$ cat src/rtl/riscv_pkg.sv
// riscv_pkg: instruction kinds and RV32I opcodes shared by the control
// decoder and the program loader, plus the loader FSM state type.
package riscv_pkg;

  typedef enum logic [2:0] {
    K_R      = 3'd0,
    K_IALU   = 3'd1,
    K_LOAD   = 3'd2,
    K_STORE  = 3'd3,
    K_BRANCH = 3'd4,
    K_JAL    = 3'd5,
    K_LUI    = 3'd6,
    K_JALR   = 3'd7
  } instr_kind_t;

  localparam logic [6:0] OPC_R      = 7'b0110011;
  localparam logic [6:0] OPC_IALU   = 7'b0010011;
  localparam logic [6:0] OPC_LOAD   = 7'b0000011;
  localparam logic [6:0] OPC_STORE  = 7'b0100011;
  localparam logic [6:0] OPC_BRANCH = 7'b1100011;
  localparam logic [6:0] OPC_JAL    = 7'b1101111;
  localparam logic [6:0] OPC_LUI    = 7'b0110111;
  localparam logic [6:0] OPC_JALR   = 7'b1100111;

  typedef enum logic {
    S_IDLE  = 1'b0,
    S_WRITE = 1'b1
  } ldr_state_t;

endpackage

$ cat src/rtl/instr_encoder_loader_packer.sv
// instr_field_packer: combinational encoder, instruction fields -> RV32I word.
//  kind/rd/rs1/rs2/funct3/funct7b5/imm in; word out, range_ok=1 when the
//  immediate is representable for that kind (always 1 for R-type).
module instr_field_packer
  import riscv_pkg::*;
(
  input  instr_kind_t kind,
  input  logic [4:0]  rd,
  input  logic [4:0]  rs1,
  input  logic [4:0]  rs2,
  input  logic [2:0]  funct3,
  input  logic        funct7b5,
  input  logic [31:0] imm,
  output logic [31:0] word,
  output logic        range_ok
);

  // Signed fit tests: the bits above the field's sign bit must all equal it.
  logic fits12, fits13, fits21, is_shift;
  assign fits12   = (&imm[31:11]) | ~(|imm[31:11]);
  assign fits13   = (&imm[31:12]) | ~(|imm[31:12]);
  assign fits21   = (&imm[31:20]) | ~(|imm[31:20]);
  assign is_shift = (funct3 == 3'b001) || (funct3 == 3'b101);

  always_comb begin
    word     = '0;
    range_ok = 1'b0;
    case (kind)
      K_R: begin
        word     = {1'b0, funct7b5, 5'b0, rs2, rs1, funct3, rd, OPC_R};
        range_ok = 1'b1;
      end
      K_IALU: begin
        if (is_shift) begin
          // shamt is unsigned 0..31; instr[30] selects SRAI vs SRLI
          word     = {1'b0, funct7b5, 5'b0, imm[4:0], rs1, funct3, rd, OPC_IALU};
          range_ok = ~(|imm[31:5]);
        end else begin
          word     = {imm[11:0], rs1, funct3, rd, OPC_IALU};
          range_ok = fits12;
        end
      end
      K_LOAD: begin
        word     = {imm[11:0], rs1, funct3, rd, OPC_LOAD};
        range_ok = fits12;
      end
      K_STORE: begin
        word     = {imm[11:5], rs2, rs1, funct3, imm[4:0], OPC_STORE};
        range_ok = fits12;
      end
      K_BRANCH: begin
        word     = {imm[12], imm[10:5], rs2, rs1, funct3, imm[4:1], imm[11], OPC_BRANCH};
        range_ok = fits13 & ~imm[0];
      end
      K_JAL: begin
        word     = {imm[20], imm[10:1], imm[11], imm[19:12], rd, OPC_JAL};
        range_ok = fits21 & ~imm[0];
      end
      K_LUI: begin
        word     = {imm[31:12], rd, OPC_LUI};
        range_ok = ~(|imm[11:0]);
      end
      K_JALR: begin
        word     = {imm[11:0], rs1, 3'b000, rd, OPC_JALR};
        range_ok = fits12;
      end
      default: begin
        word     = '0;
        range_ok = 1'b0;
      end
    endcase
  end

endmodule

$ cat src/rtl/instr_encoder_loader.sv
// instr_encoder_loader: accepts instruction field bundles (valid/ready),
// encodes them to RV32I and writes them sequentially to instruction memory.
//  clk, rst_n (async low), start (sync clear/abort)
//  in_valid/in_ready + in_kind/in_rd/in_rs1/in_rs2/in_funct3/in_funct7b5/in_imm
//  imem_we/imem_addr/imem_wdata out, imem_ack in (write held until ack)
//  word_count, full, imm_err (1-cycle reject pulse)
module instr_encoder_loader
  import riscv_pkg::*;
#(
  parameter int          DEPTH     = 256,
  parameter logic [31:0] BASE_ADDR = 32'h0,
  localparam int         CW        = $clog2(DEPTH) + 1
) (
  input  logic          clk,
  input  logic          rst_n,
  input  logic          start,
  input  logic          in_valid,
  output logic          in_ready,
  input  instr_kind_t   in_kind,
  input  logic [4:0]    in_rd,
  input  logic [4:0]    in_rs1,
  input  logic [4:0]    in_rs2,
  input  logic [2:0]    in_funct3,
  input  logic          in_funct7b5,
  input  logic [31:0]   in_imm,
  output logic          imem_we,
  output logic [31:0]   imem_addr,
  output logic [31:0]   imem_wdata,
  input  logic          imem_ack,
  output logic [CW-1:0] word_count,
  output logic          full,
  output logic          imm_err
);

  ldr_state_t  state_q, state_d;
  logic [31:0] enc_word;
  logic        range_ok, accept;

  instr_field_packer u_packer (
    .kind     (in_kind),
    .rd       (in_rd),
    .rs1      (in_rs1),
    .rs2      (in_rs2),
    .funct3   (in_funct3),
    .funct7b5 (in_funct7b5),
    .imm      (in_imm),
    .word     (enc_word),
    .range_ok (range_ok)
  );

  assign full     = (word_count == CW'(DEPTH));
  assign in_ready = (state_q == S_IDLE) && !full && !start;
  assign accept   = in_valid && in_ready;

  // state register
  always_ff @(posedge clk or negedge rst_n) begin
    if (!rst_n) state_q <= S_IDLE;
    else        state_q <= state_d;
  end

  // next state; start overrides everything, including a same-cycle ack
  always_comb begin
    state_d = state_q;
    if (start) begin
      state_d = S_IDLE;
    end else begin
      case (state_q)
        S_IDLE:  if (accept && range_ok) state_d = S_WRITE;
        S_WRITE: if (imem_ack)           state_d = S_IDLE;
        default: state_d = S_IDLE;
      endcase
    end
  end

  // outputs
  always_comb begin
    imem_we = (state_q == S_WRITE);
  end

  // datapath registers
  always_ff @(posedge clk or negedge rst_n) begin
    if (!rst_n) begin
      imem_addr  <= BASE_ADDR;
      imem_wdata <= '0;
      word_count <= '0;
      imm_err    <= 1'b0;
    end else begin
      imm_err <= accept && !range_ok;
      if (start) begin
        imem_addr  <= BASE_ADDR;
        word_count <= '0;
      end else begin
        if (accept && range_ok) imem_wdata <= enc_word;
        if (state_q == S_WRITE && imem_ack) begin
          word_count <= word_count + 1'b1;
          // last slot: keep the address on the final word rather than run past it
          if (word_count != CW'(DEPTH - 1)) imem_addr <= imem_addr + 32'd4;
        end
      end
    end
  end

endmodule
$ cat config.mk
export PLATFORM = sky130hd
export DESIGN_NAME = instr_encoder_loader
export DESIGN_NICKNAME = d
export VERILOG_FILES = /design/src/rtl/riscv_pkg.sv /design/src/rtl/instr_encoder_loader_packer.sv /design/src/rtl/instr_encoder_loader.sv
export SDC_FILE = /design/constraint.sdc
export NUM_CORES = 1
export LEC_CHECK = 0
export ABC_AREA = 1
export CELL_PAD_IN_SITES_DETAIL_PLACEMENT = 1
export CELL_PAD_IN_SITES_GLOBAL_PLACEMENT = 1
export CORE_MARGIN = 2
export CORE_UTILIZATION = 33
export CTS_CLUSTER_SIZE = 25
export DETAILED_ROUTE_END_ITERATION = 8
export HOLD_SLACK_MARGIN = 0.02
export PLACE_DENSITY = 0.85
export SLEW_MARGIN = 5
export SYNTH_ARGS = -nofsm -noshare
export SYNTH_HDL_FRONTEND = slang
export SYNTH_SLANG_ARGS = --single-unit
$ cat constraint.sdc
create_clock -name clk -period 2.57 [get_ports clk]
set_clock_uncertainty 0.15 [all_clocks]
set_input_delay 0.6425 -clock clk [delete_from_list [all_inputs] [get_ports clk]]
set_output_delay 0.6425 -clock clk [all_outputs]
set_load 0.03 [all_outputs]
=== Yosys cells after proc, flatten, opt, wreduce, memory -nomap -nowiden ===
Index checks and enable logic that the tools add are counted.

* Flip-flop bits (word level): 75
* Input port bits: 59
* Output and inout port bits: 77

* $add $sub $neg: 2
* Equality and inequality tests: 11
* Multiplexer cells: 13
* Bitwise operators: 13
* Reduce and logical (&&, ||, !) cells: 24

{| class="wikitable"
|+ Operators with widths
! kind !! number
|-
| 32-bit case mux with 8 select lines || 1
|-
| 32-bit 2-to-1 mux || 4
|-
| 32-bit by 3-bit adder with 32-bit output (second input constant) || 1
|-
| 27-bit OR reduction || 1
|-
| 12-bit OR reduction || 2
|-
| 21-bit AND reduction || 1
|-
| 21-bit OR reduction || 1
|-
| 20-bit AND reduction || 1
|-
| 20-bit OR reduction || 1
|-
| 9-bit 2-to-1 mux || 2
|-
| 3-bit equality test (second input constant) || 5
|-
| 12-bit AND reduction || 1
|-
| 9-bit by 1-bit adder with 9-bit output (second input constant) || 1
|-
| 9-bit equality test (second input constant) || 1
|-
| 9-bit by 8-bit inequality test with 1-bit output (second input constant) || 1
|-
| 1-bit inverter || 8
|-
| 3-bit by 1-bit equality test with 1-bit output (second input constant) || 2
|-
| 3-bit by 2-bit equality test with 1-bit output (second input constant) || 2
|-
| 1-bit logical AND || 6
|-
| 1-bit case mux with 6 select lines || 1
|-
| 1-bit 2-to-1 mux || 4
|-
| 2-bit AND reduction || 2
|-
| 2-bit nonzero test || 2
|-
| 1-bit logical NOT || 3
|-
| other kinds (6) || 9
|}

=== Logic depth before layout (Yosys ltp) ===
* Depth in word-level cells: 9
* Mapped depth: 14
* Depth with buffers taken out: 13

=== By module ===
A second synthesis with hierarchy kept.

* Cells, all modules: 685
* Area total of the unflattened synthesis: 4,690.7 um2

{| class="wikitable"
|+ Modules (own cells, without submodules)
! module !! times used !! cells an instance !! area each (um2) !! seq. area each (um2)
|-
| instr_encoder_loader || 1 || 497 || 3,753.6 || 1,826.8
|-
| instr_field_packer || 1 || 188 || 937.1 || 0.0
|}

=== Worst setup path before layout ===
No wires, ideal clock.

* Kind: register to register
* Start point: register word_count[0]
* End point: register imem_wdata[29]
* Setup time: 0.118 ns
* Arrival: 2.374 ns
* Required time: 2.302 ns
* Setup slack: -0.072 ns
* Stages on the path, launching flop included: 11
* Cell sequence: dfrtp_1 > inv_1 > ha_1 > nand4_1 > nor4_2 > nor2_1 > nand2_1 > inv_1 > buf_2 > nand3_1 > nand2_1

* Longest elaborated chain between the ends: 7

{| class="wikitable"
|+ Ends and longest elaborated chain
! element !! RTL line !! RTL
|-
| from (decl) || instr_encoder_loader.sv:30 || <nowiki>output logic [CW-1:0] word_count,</nowiki>
|-
| from (signal assigned) || instr_encoder_loader.sv:95 || <nowiki>word_count <= word_count + 1'b1;</nowiki>
|-
| 9-bit equality test || instr_encoder_loader.sv:51 || <nowiki>assign full = (word_count == CW'(DEPTH));</nowiki>
|-
| via full || instr_encoder_loader.sv:31 || <nowiki>output logic full,</nowiki>
|-
| 1-bit logical NOT || instr_encoder_loader.sv:52 || <nowiki>assign in_ready = (state_q == S_IDLE) && !full && !start;</nowiki>
|-
| 1-bit logical AND (2 in a row) || instr_encoder_loader.sv:52 ||
|-
| via in_ready || instr_encoder_loader.sv:18 || <nowiki>output logic in_ready,</nowiki>
|-
| 1-bit logical AND || instr_encoder_loader.sv:53 || <nowiki>assign accept = in_valid && in_ready;</nowiki>
|-
| 1-bit logical AND || instr_encoder_loader.sv:93 || <nowiki>if (accept && range_ok) imem_wdata <= enc_word;</nowiki>
|-
| 2-bit AND reduction (no line) || n/a ||
|-
| to (signal assigned) || instr_encoder_loader.sv:93 ||
|-
| to (decl) || instr_encoder_loader.sv:28 || <nowiki>output logic [31:0] imem_wdata,</nowiki>
|}

The timed path passes the listed nets, and every way through them passes these cells.
A chain may end at the register's enable or synchronous reset.

=== Final worst setup path ===
* Start point: register word_count[1]
* End point: output port in_ready

* Longest elaborated chain between the ends: 4

{| class="wikitable"
|+ Ends and longest elaborated chain
! element !! RTL line
|-
| 9-bit equality test || instr_encoder_loader.sv:51
|-
| 1-bit logical NOT || instr_encoder_loader.sv:52
|-
| 1-bit logical AND (2 in a row) || instr_encoder_loader.sv:52
|-
| to (decl) || instr_encoder_loader.sv:18
|}

No other way between the ends.

==> impl_metrics.yaml <==
run_status:
  status: "finished clean"
clocking:
  cts_buffers: 9
  cts_root_buffer: "clkbuf_16"
  cts.htree.levels: 3
  clk_pin_slew_ns: 0.05
  cts_sinks: 72
  cts_hold_buffers: 0
  cts_max_path_buffers: 2
  clkLatencyLatePin_ns: 0.34
  tritoncts: "built"
drt:
  drt-vias-per-instance: 5.00
  drcViolationCount: 0
  first_pass_iters: 6
  drt_iter0_drc: 257
  routedWlPerCell_um: 15.9
  num_vias: 4903
  ant_nets: 0
  routed_wl_um: 15600
layout:
  drive_above_1_share_pct: 11.4
  fillers: 1665
  fin_cells: 981
  fin_area_um2: 6550
  num_antenna_cells: 0
  nets: 863
  area_growth_pct: 47.2
setup_path:
  worst_ep_required_time_ns: 1.78
  path_buf_inv: 2
  r2r-end: "imem_addr[22]"
  path_class: "reg2out"
  worstPathMaxFanout: 2
  crit_path_max_incr_delay_ns: 0.38
  cp.arrival_ns: 1.60
  rr_worst_depth: 14
  path_cells: "inv_1 -> ha_1 -> nand4_1 -> nor4_4 -> nor2_1 -> buf_4"
  start_kind: "register"
  r2r-start: "word_count[0]"
  crit_family: "simple AND/OR/NAND/NOR gates"
  end_kind: "output pin"
  crit_path_top_delay_cell: "dfrtp_1"
  regToRegSetupSlack_ns: 0.18
  startpoint: "word_count[1]"
logic_synthesis:
  synth.distinct_cells: 44
  yosysTopAreaCell: "dfrtp_1"
  synthesis.area_um2: 4450
  yosys_warnings: 0
  synthArstFlopShare_pct: 100
  yosysSeqAreaShare_pct: 40.5
  avgSynthCellArea_um2: 7.04
  synth_top_area_share_pct: 40.5
  synth_seq_cells: 72
  synth_edf_count: 0
  synth_cells: 632
  synthTopCellsByArea: "dfrtp_1, nand2_1, nand3_1"
  synth_ff_type: "dfrtp_1"
grt:
  grt_util_met3_pct: 3.71
  grt.total_usage_pct: 22.3
  grt_pass1_vias: 5292
  globalRouteOverflowTotal: 0
  met1_usage_pct: 27.5
  busiest_layer: "met2"
  use_met2_pct: 39.2
  antenna_found_initial: 0
  grt_pass1_wl_um: 25800
  grt_max_degree: 73
min_path:
  hp-class: "in2async"
timing:
  setup_viol: 0
  hold_ws_ns: 0.188
  timing.final.crit_period_ns: 2.40
  hold_viol: 0
  fin_crit_sh_pct: 93.3
  fmax_mhz: 417
  drv_slew: 0
  rsz0062_at_grt: "no"
  setup_slack_ns: 0.173
placed_design:
  dpl.cell_count: 964
  dp_slack_ns: -0.137
  place_congestion: 0.970
  placed_area_um2: 6220
  port_buffers: 133
  place_hpwl_um: 12400
pwr:
  static-leakage-power_nw: 3.01
  power.density_nw_per_um2: 551
  peakVddDrop_uv: 343
floorplanning:
  rows: 42
  die_width_um: 120
  initial_core_util_pct: 33.7
  core_um2: 13200
  die_y_um: 120
  die-area_um2: 14400
  pin_count: 136
run:
  drv_cap: 0
## sequential cells by signal, indices dropped and copies added (netlist names)
register    flops
imm_err         1
imem_we         1
imem_addr      30
word_count      9
imem_wdata     31
## routing by layer
metal	vias up	routed length, um	part of all wire (%)
met5	-	0	0
met4	0	309	2.0
met3	26	577	3.7
met2	119	7770	50
met1	2361	6900	44
li1	2397	-	-
## cells in the mapped netlist (2+ instances only)
cell type / n
nand2_1: 183
nand3_1: 73
dfrtp_1: 72
nor2_1: 71
inv_1: 67
o21ai_0: 31
a21oi_1: 21
nand4_1: 19
nor3_1: 16
a22oi_1: 7
buf_2: 5
buf_4: 5
buf_6: 5
inv_2: 5
ha_1: 4
nand2_2: 4
nor2_2: 4
nor2_4: 4
clkbuf_1: 3
nor3b_1: 3
nor4_1: 3
o21ai_1: 3
a22o_2: 2
nor3_2: 2
## worst register-to-register path: stages (launching register included)
cell,delay [ns]
dfrtp_1,0.37
buf_4,0.14
ha_1,0.20
inv_1,0.09
nor4_1,0.06
ha_1,0.19
o21ai_2,0.18
buf_6,0.16
nand2_2,0.10
nor2_4,0.17
nand2_1,0.10
nor2_1,0.10
inv_1,0.08
o21ai_1,0.13
nor2_1,0.06
## kinds of logic (layout without fill, tap and decap cells)
family          Yosys count  after routing  synth area share [%]
flops                    72             72                  40.5
mux                       1              1                 0.253
buf+inv                  94            266                  9.70
fa+ha+maj                 4              4                  1.13
compound gates           74             74                  9.62
other cells               1              2                0.0843
simple gates            386            386                  38.7
## power by group
| group | leakage (nW) | internal [mW] | total [mW] | switching (mW) |
|---|---|---|---|---|
| Combinational | 1.90 | 0.412 | 0.978 | 0.566 |
| Sequential | 0.965 | 1.25 | 1.34 | 0.0823 |
| Clock | 0.150 | 0.802 | 1.29 | 0.492 |
| Total | 3.01 | 2.47 | 3.61 | 1.14 |
## layout make-up
class | instances | area, um2 | area share (%)
well taps | 176 | 220 | 3.36
repair buffers | 176 | 1700 | 25.9
clock inverters | 3 | 40.0 | 0.612
inverters | 74 | 284 | 4.34
multi-input cells | 467 | 2240 | 34.3
clock buffers | 13 | 260 | 3.98
flip-flops and latches | 72 | 1800 | 27.5
## worst max path at each step
stage / to / slack [ns] / cells after the start
6_report: in_ready / 0.17 / 6
4_1_cts: full / 0.07 / 5
3_3_place_gp: imem_wdata[10] / -0.08 / 13
5_1_grt: imem_addr[22] / 0.01 / 14
2_1_floorplan: imem_wdata[10] / 0.17 / 11
3_5_place_dp: imem_wdata[4] / -0.14 / 12
## placed cells by master, fill, tap and decap left out, drive strengths merged, types with 4 or more instances in the layout
| cell | synthesis | routed |
|---|---|---|
| nor2 | 79 | 79 |
| clkdlybuf4s50 | 0 | 130 |
| ha | 4 | 4 |
| buf | 16 | 46 |
| nand4 | 19 | 19 |
| o21ai | 35 | 35 |
| a22oi | 7 | 7 |
| clkbuf | 4 | 13 |
| nand2 | 188 | 188 |
| dfrtp | 72 | 72 |
| nor3 | 18 | 18 |
| inv | 73 | 73 |
| nand3 | 74 | 74 |
| a21oi | 22 | 22 |
| nor4 | 4 | 4 |
## what timing repair did
item / 4_1_cts / 5_1_grt
pin swaps: 0 / 2
setup buffers: 0 / 1
endpoints found under the setup margin: 1 / 5
cloned: 0 / 0
resized for setup: 3 / 7
## stage by stage
| stage | power [mW] | setup TNS, ns | utilization, % |
|---|---|---|---|
| floorplan | 1.82 | 0 | - |
| global placement | 2.31 | -2.06 | 47.2 |
| detailed placement | 2.34 | -3.60 | 47.2 |
| CTS | 3.64 | 0 | 49.5 |
| global route | 3.76 | 0 | 49.6 |
| finish | 3.61 | 0 | 49.6 |
No activity file was read; power rests on OpenSTA's default activity.
==> patch (same flow settings) <==
Register the output `word_count` once more, with the module's reset; this adds one clock of latency there. The other outputs are not delayed to match. Comments in the files are not updated.
--- a/src/rtl/instr_encoder_loader.sv
+++ b/src/rtl/instr_encoder_loader.sv
@@ -33,4 +33,6 @@
 );
 
+  logic [CW-1:0] word_count_s0;
+
   ldr_state_t  state_q, state_d;
   logic [31:0] enc_word;
@@ -49,5 +51,5 @@
   );
 
-  assign full     = (word_count == CW'(DEPTH));
+  assign full     = (word_count_s0 == CW'(DEPTH));
   assign in_ready = (state_q == S_IDLE) && !full && !start;
   assign accept   = in_valid && in_ready;
@@ -83,5 +85,5 @@
       imem_addr  <= BASE_ADDR;
       imem_wdata <= '0;
-      word_count <= '0;
+      word_count_s0 <= '0;
       imm_err    <= 1'b0;
     end else begin
@@ -89,11 +91,11 @@
       if (start) begin
         imem_addr  <= BASE_ADDR;
-        word_count <= '0;
+        word_count_s0 <= '0;
       end else begin
         if (accept && range_ok) imem_wdata <= enc_word;
         if (state_q == S_WRITE && imem_ack) begin
-          word_count <= word_count + 1'b1;
+          word_count_s0 <= word_count_s0 + 1'b1;
           // last slot: keep the address on the final word rather than run past it
-          if (word_count != CW'(DEPTH - 1)) imem_addr <= imem_addr + 32'd4;
+          if (word_count_s0 != CW'(DEPTH - 1)) imem_addr <= imem_addr + 32'd4;
         end
       end
@@ -101,3 +103,11 @@
   end
 
+  always_ff @(posedge clk or negedge rst_n) begin
+    if (!rst_n) begin
+      word_count <= '0;
+    end else begin
+      word_count <= word_count_s0;
+    end
+  end
+
 endmodule
Check against the original RTL: not equivalent (Yosys sat finds a counterexample within 4 cycles, from zero or initial values and one cycle with rst_n low).
==> patch against the unedited design <==
  * Global-route usage down 1.0 points
  * Area after synthesis up 2.3%
  * Worst setup slack worse by 87 ps
  * First-iteration DRC count up 14%
  * Non-clock buffer count down 15
  * Sequential power up 9%
  * Routed wire length down 2.4%
  * Sequential cell count up 9
  * Cell area up 0.11%
  * Register-to-register slack better by 40 ps
  * Power down 0.13%
  * Die area up 2.3%
  * Clock power down 5%
  * Largest power group unchanged
  * Worst hold slack worse by 82 ps
==> patch: results (changes against the unedited design) <==
stage;metric;value;unit;change
sta;max_slew.worst_pin.slew;555.4;ps;
synth;synth_commonest_cells;nand2_1 (190), dfrtp_1 (81), nand3_1 (70);;was nand2_1 (183), nand3_1 (73), dfrtp_1 (72)
synth;yosys_warnings;0;;unchanged
pwr;internal_power;2.478;mW;was 2.468 mW
outcome;status;finished, final reports clean;;unchanged
global_routing;first_global_vias;5230;;was 5292
layout;drive_above_1_share;10.24;%;was 11.43%
layout;diodes;0;;unchanged
cts;post_cts_buffers;0;;unchanged
cts;worstSkewPairLatency;330;ps;
placement;dp_slack;-95.63;ps;was -136.6 ps
global_routing;grt_pass1_wl;25160;um;was 25810 um
critical_path;cp_max_fo;6;;was 2
drt;drt_pass1_iterations;4;;was 6
synth;synth_ff_type;dfrtp_1;;unchanged
cts;clockRootBuffer;clkbuf_16;;unchanged
hold_path;hp-class;in2async;;unchanged
global_routing;grt.total_usage;21.34;%;was 22.34%
synth;ys_seq_area_share;44.53;%;was 40.51%
cts;cts_max_path_buffers;2;;unchanged
synth;ys_types;40;;was 44
cts;htreeDepth;3;;unchanged
placement;port-buffer-count;133;;unchanged
pwr;p_leak;3.089;nW;was 3.009 nW
placement;dp_hpwl;12290;um;was 12410 um
cts;cts.clk_slew.worst_paths;60;ps;
layout;layout.nets;839;;was 863
synth;synthTopCellsByArea;dfrtp_1 (45%), nand2_1 (16%), nand3_1 (7.7%);;was dfrtp_1 (41%), nand2_1 (15%), nand3_1 (8.2%)
pwr;peakVddDrop;0.3262;mV;was 0.3426 mV
drt;drt_iter0_drc;293;;was 257
global_routing;grt_max_degree;48;;was 73
drt;wirelength;15170;um;was 15560 um
placement;routabilityCongestion;0.8674;;was 0.9695
critical_path;critical_path_arrival;1690;ps;was 1600 ps
drt;via_count;4790;;was 4903
cts;numCtsBuffers;9;;unchanged
layout;reg_top3;imem_wdata: 31 flops, imem_addr: 30 flops;;was imem_wdata: 31 flops, imem_addr: 30 flops, word_count: 9 flops
patch: cell count changes after synthesis, moves of 5 or more:
cell     before  now
buf_6         5    0
nand2_1     183  190
nand4_1      19    9
dfrtp_1      72   81
a22oi_1       7    2
patch: final timing paths:
kind	slack (ps)	startpoint	cells after the start	end
hold / removal	110	rst_n	1	word_count[2]$_DFF_PN0_
min in group clk	260	word_count_s0[7]$_DFFE_PN0P_	0	word_count[7]$_DFF_PN0_
setup reg to reg	220	word_count_s0[1]$_DFFE_PN0P_	11	imem_addr[14]$_DFFE_PN0P_
hold reg to reg	260	word_count_s0[7]$_DFFE_PN0P_	0	word_count[7]$_DFF_PN0_
max in group asynchronous	1540	rst_n	2	imem_wdata[9]$_DFFE_PN0P_
setup / recovery	90	start	3	in_ready
patch: routing by layer:
| metal | vias to the layer above | wire length [um] | GRT usage, % |
|---|---|---|---|
| li1 | 2314 | - | - |
| met1 | 2327 | 6330 | 25.47 |
| met2 | 129 | 7965 | 39.15 |
| met3 | 20 | 615 | 3.336 |
| met4 | 0 | 263 | 6.609 |
| met5 | - | 0 | 0 |
patch: what timing repair did:
item / in CTS / in global routing
endpoints found under the setup margin: 1 / 11
gates resized for setup: 3 / 5
pin swaps: 0 / 0
patch: cell families after synthesis:
logic type | count (synthesis) | share of synthesized area (%)
xor+xnor | 1 | 0.1924
buf+inv | 85 | 7.696
simple gates | 373 | 35.90
fa+ha+maj | 4 | 1.100
compound gates | 72 | 9.511
mux | 4 | 0.9895
other cells | 1 | 0.08238
flops | 81 | 44.53
patch: cell type report:
cell class / count / area, um2
clock buffers: 12 / 256.5
clock inverters: 4 / 27.53
fillers: 1656 / 6794
inverters: 67 / 251.5
multi-input cells: 456 / 2190
flip-flops and latches: 81 / 2027
well taps: 176 / 220.2
repair buffers: 161 / 1582
patch: critical path, stage by stage:
cell             delay (ps)
clkdlybuf4s50_1         570
nor3_2                  280
buf_4                   190
patch: power by group through the flow:
stage                     Clock, mW  Sequential, mW  Combinational, mW
final                          1.22            1.46              0.922
after global routing           1.31            1.48              0.992
after CTS                      1.25            1.46              0.934
after detailed placement          0            1.48              0.933
after global placement            0            1.48              0.908
after floorplan                   0            1.70              0.216
patch: metrics by stage:
step | hold slack, ps | power, mW | setup TNS, ps | instances | area, um2
finish | 106.7 | 3.605 | 0 | 957 | 6554
floorplan | 196.9 | 1.917 | 0 | 622 | 4556
global route | 140.9 | 3.773 | 0 | 957 | 6554
global placement | 242.1 | 2.393 | 0 | 941 | 6264
detailed placement | 241.3 | 2.418 | -2254 | 941 | 6264
CTS | 123.3 | 3.644 | 0 | 957 | 6549
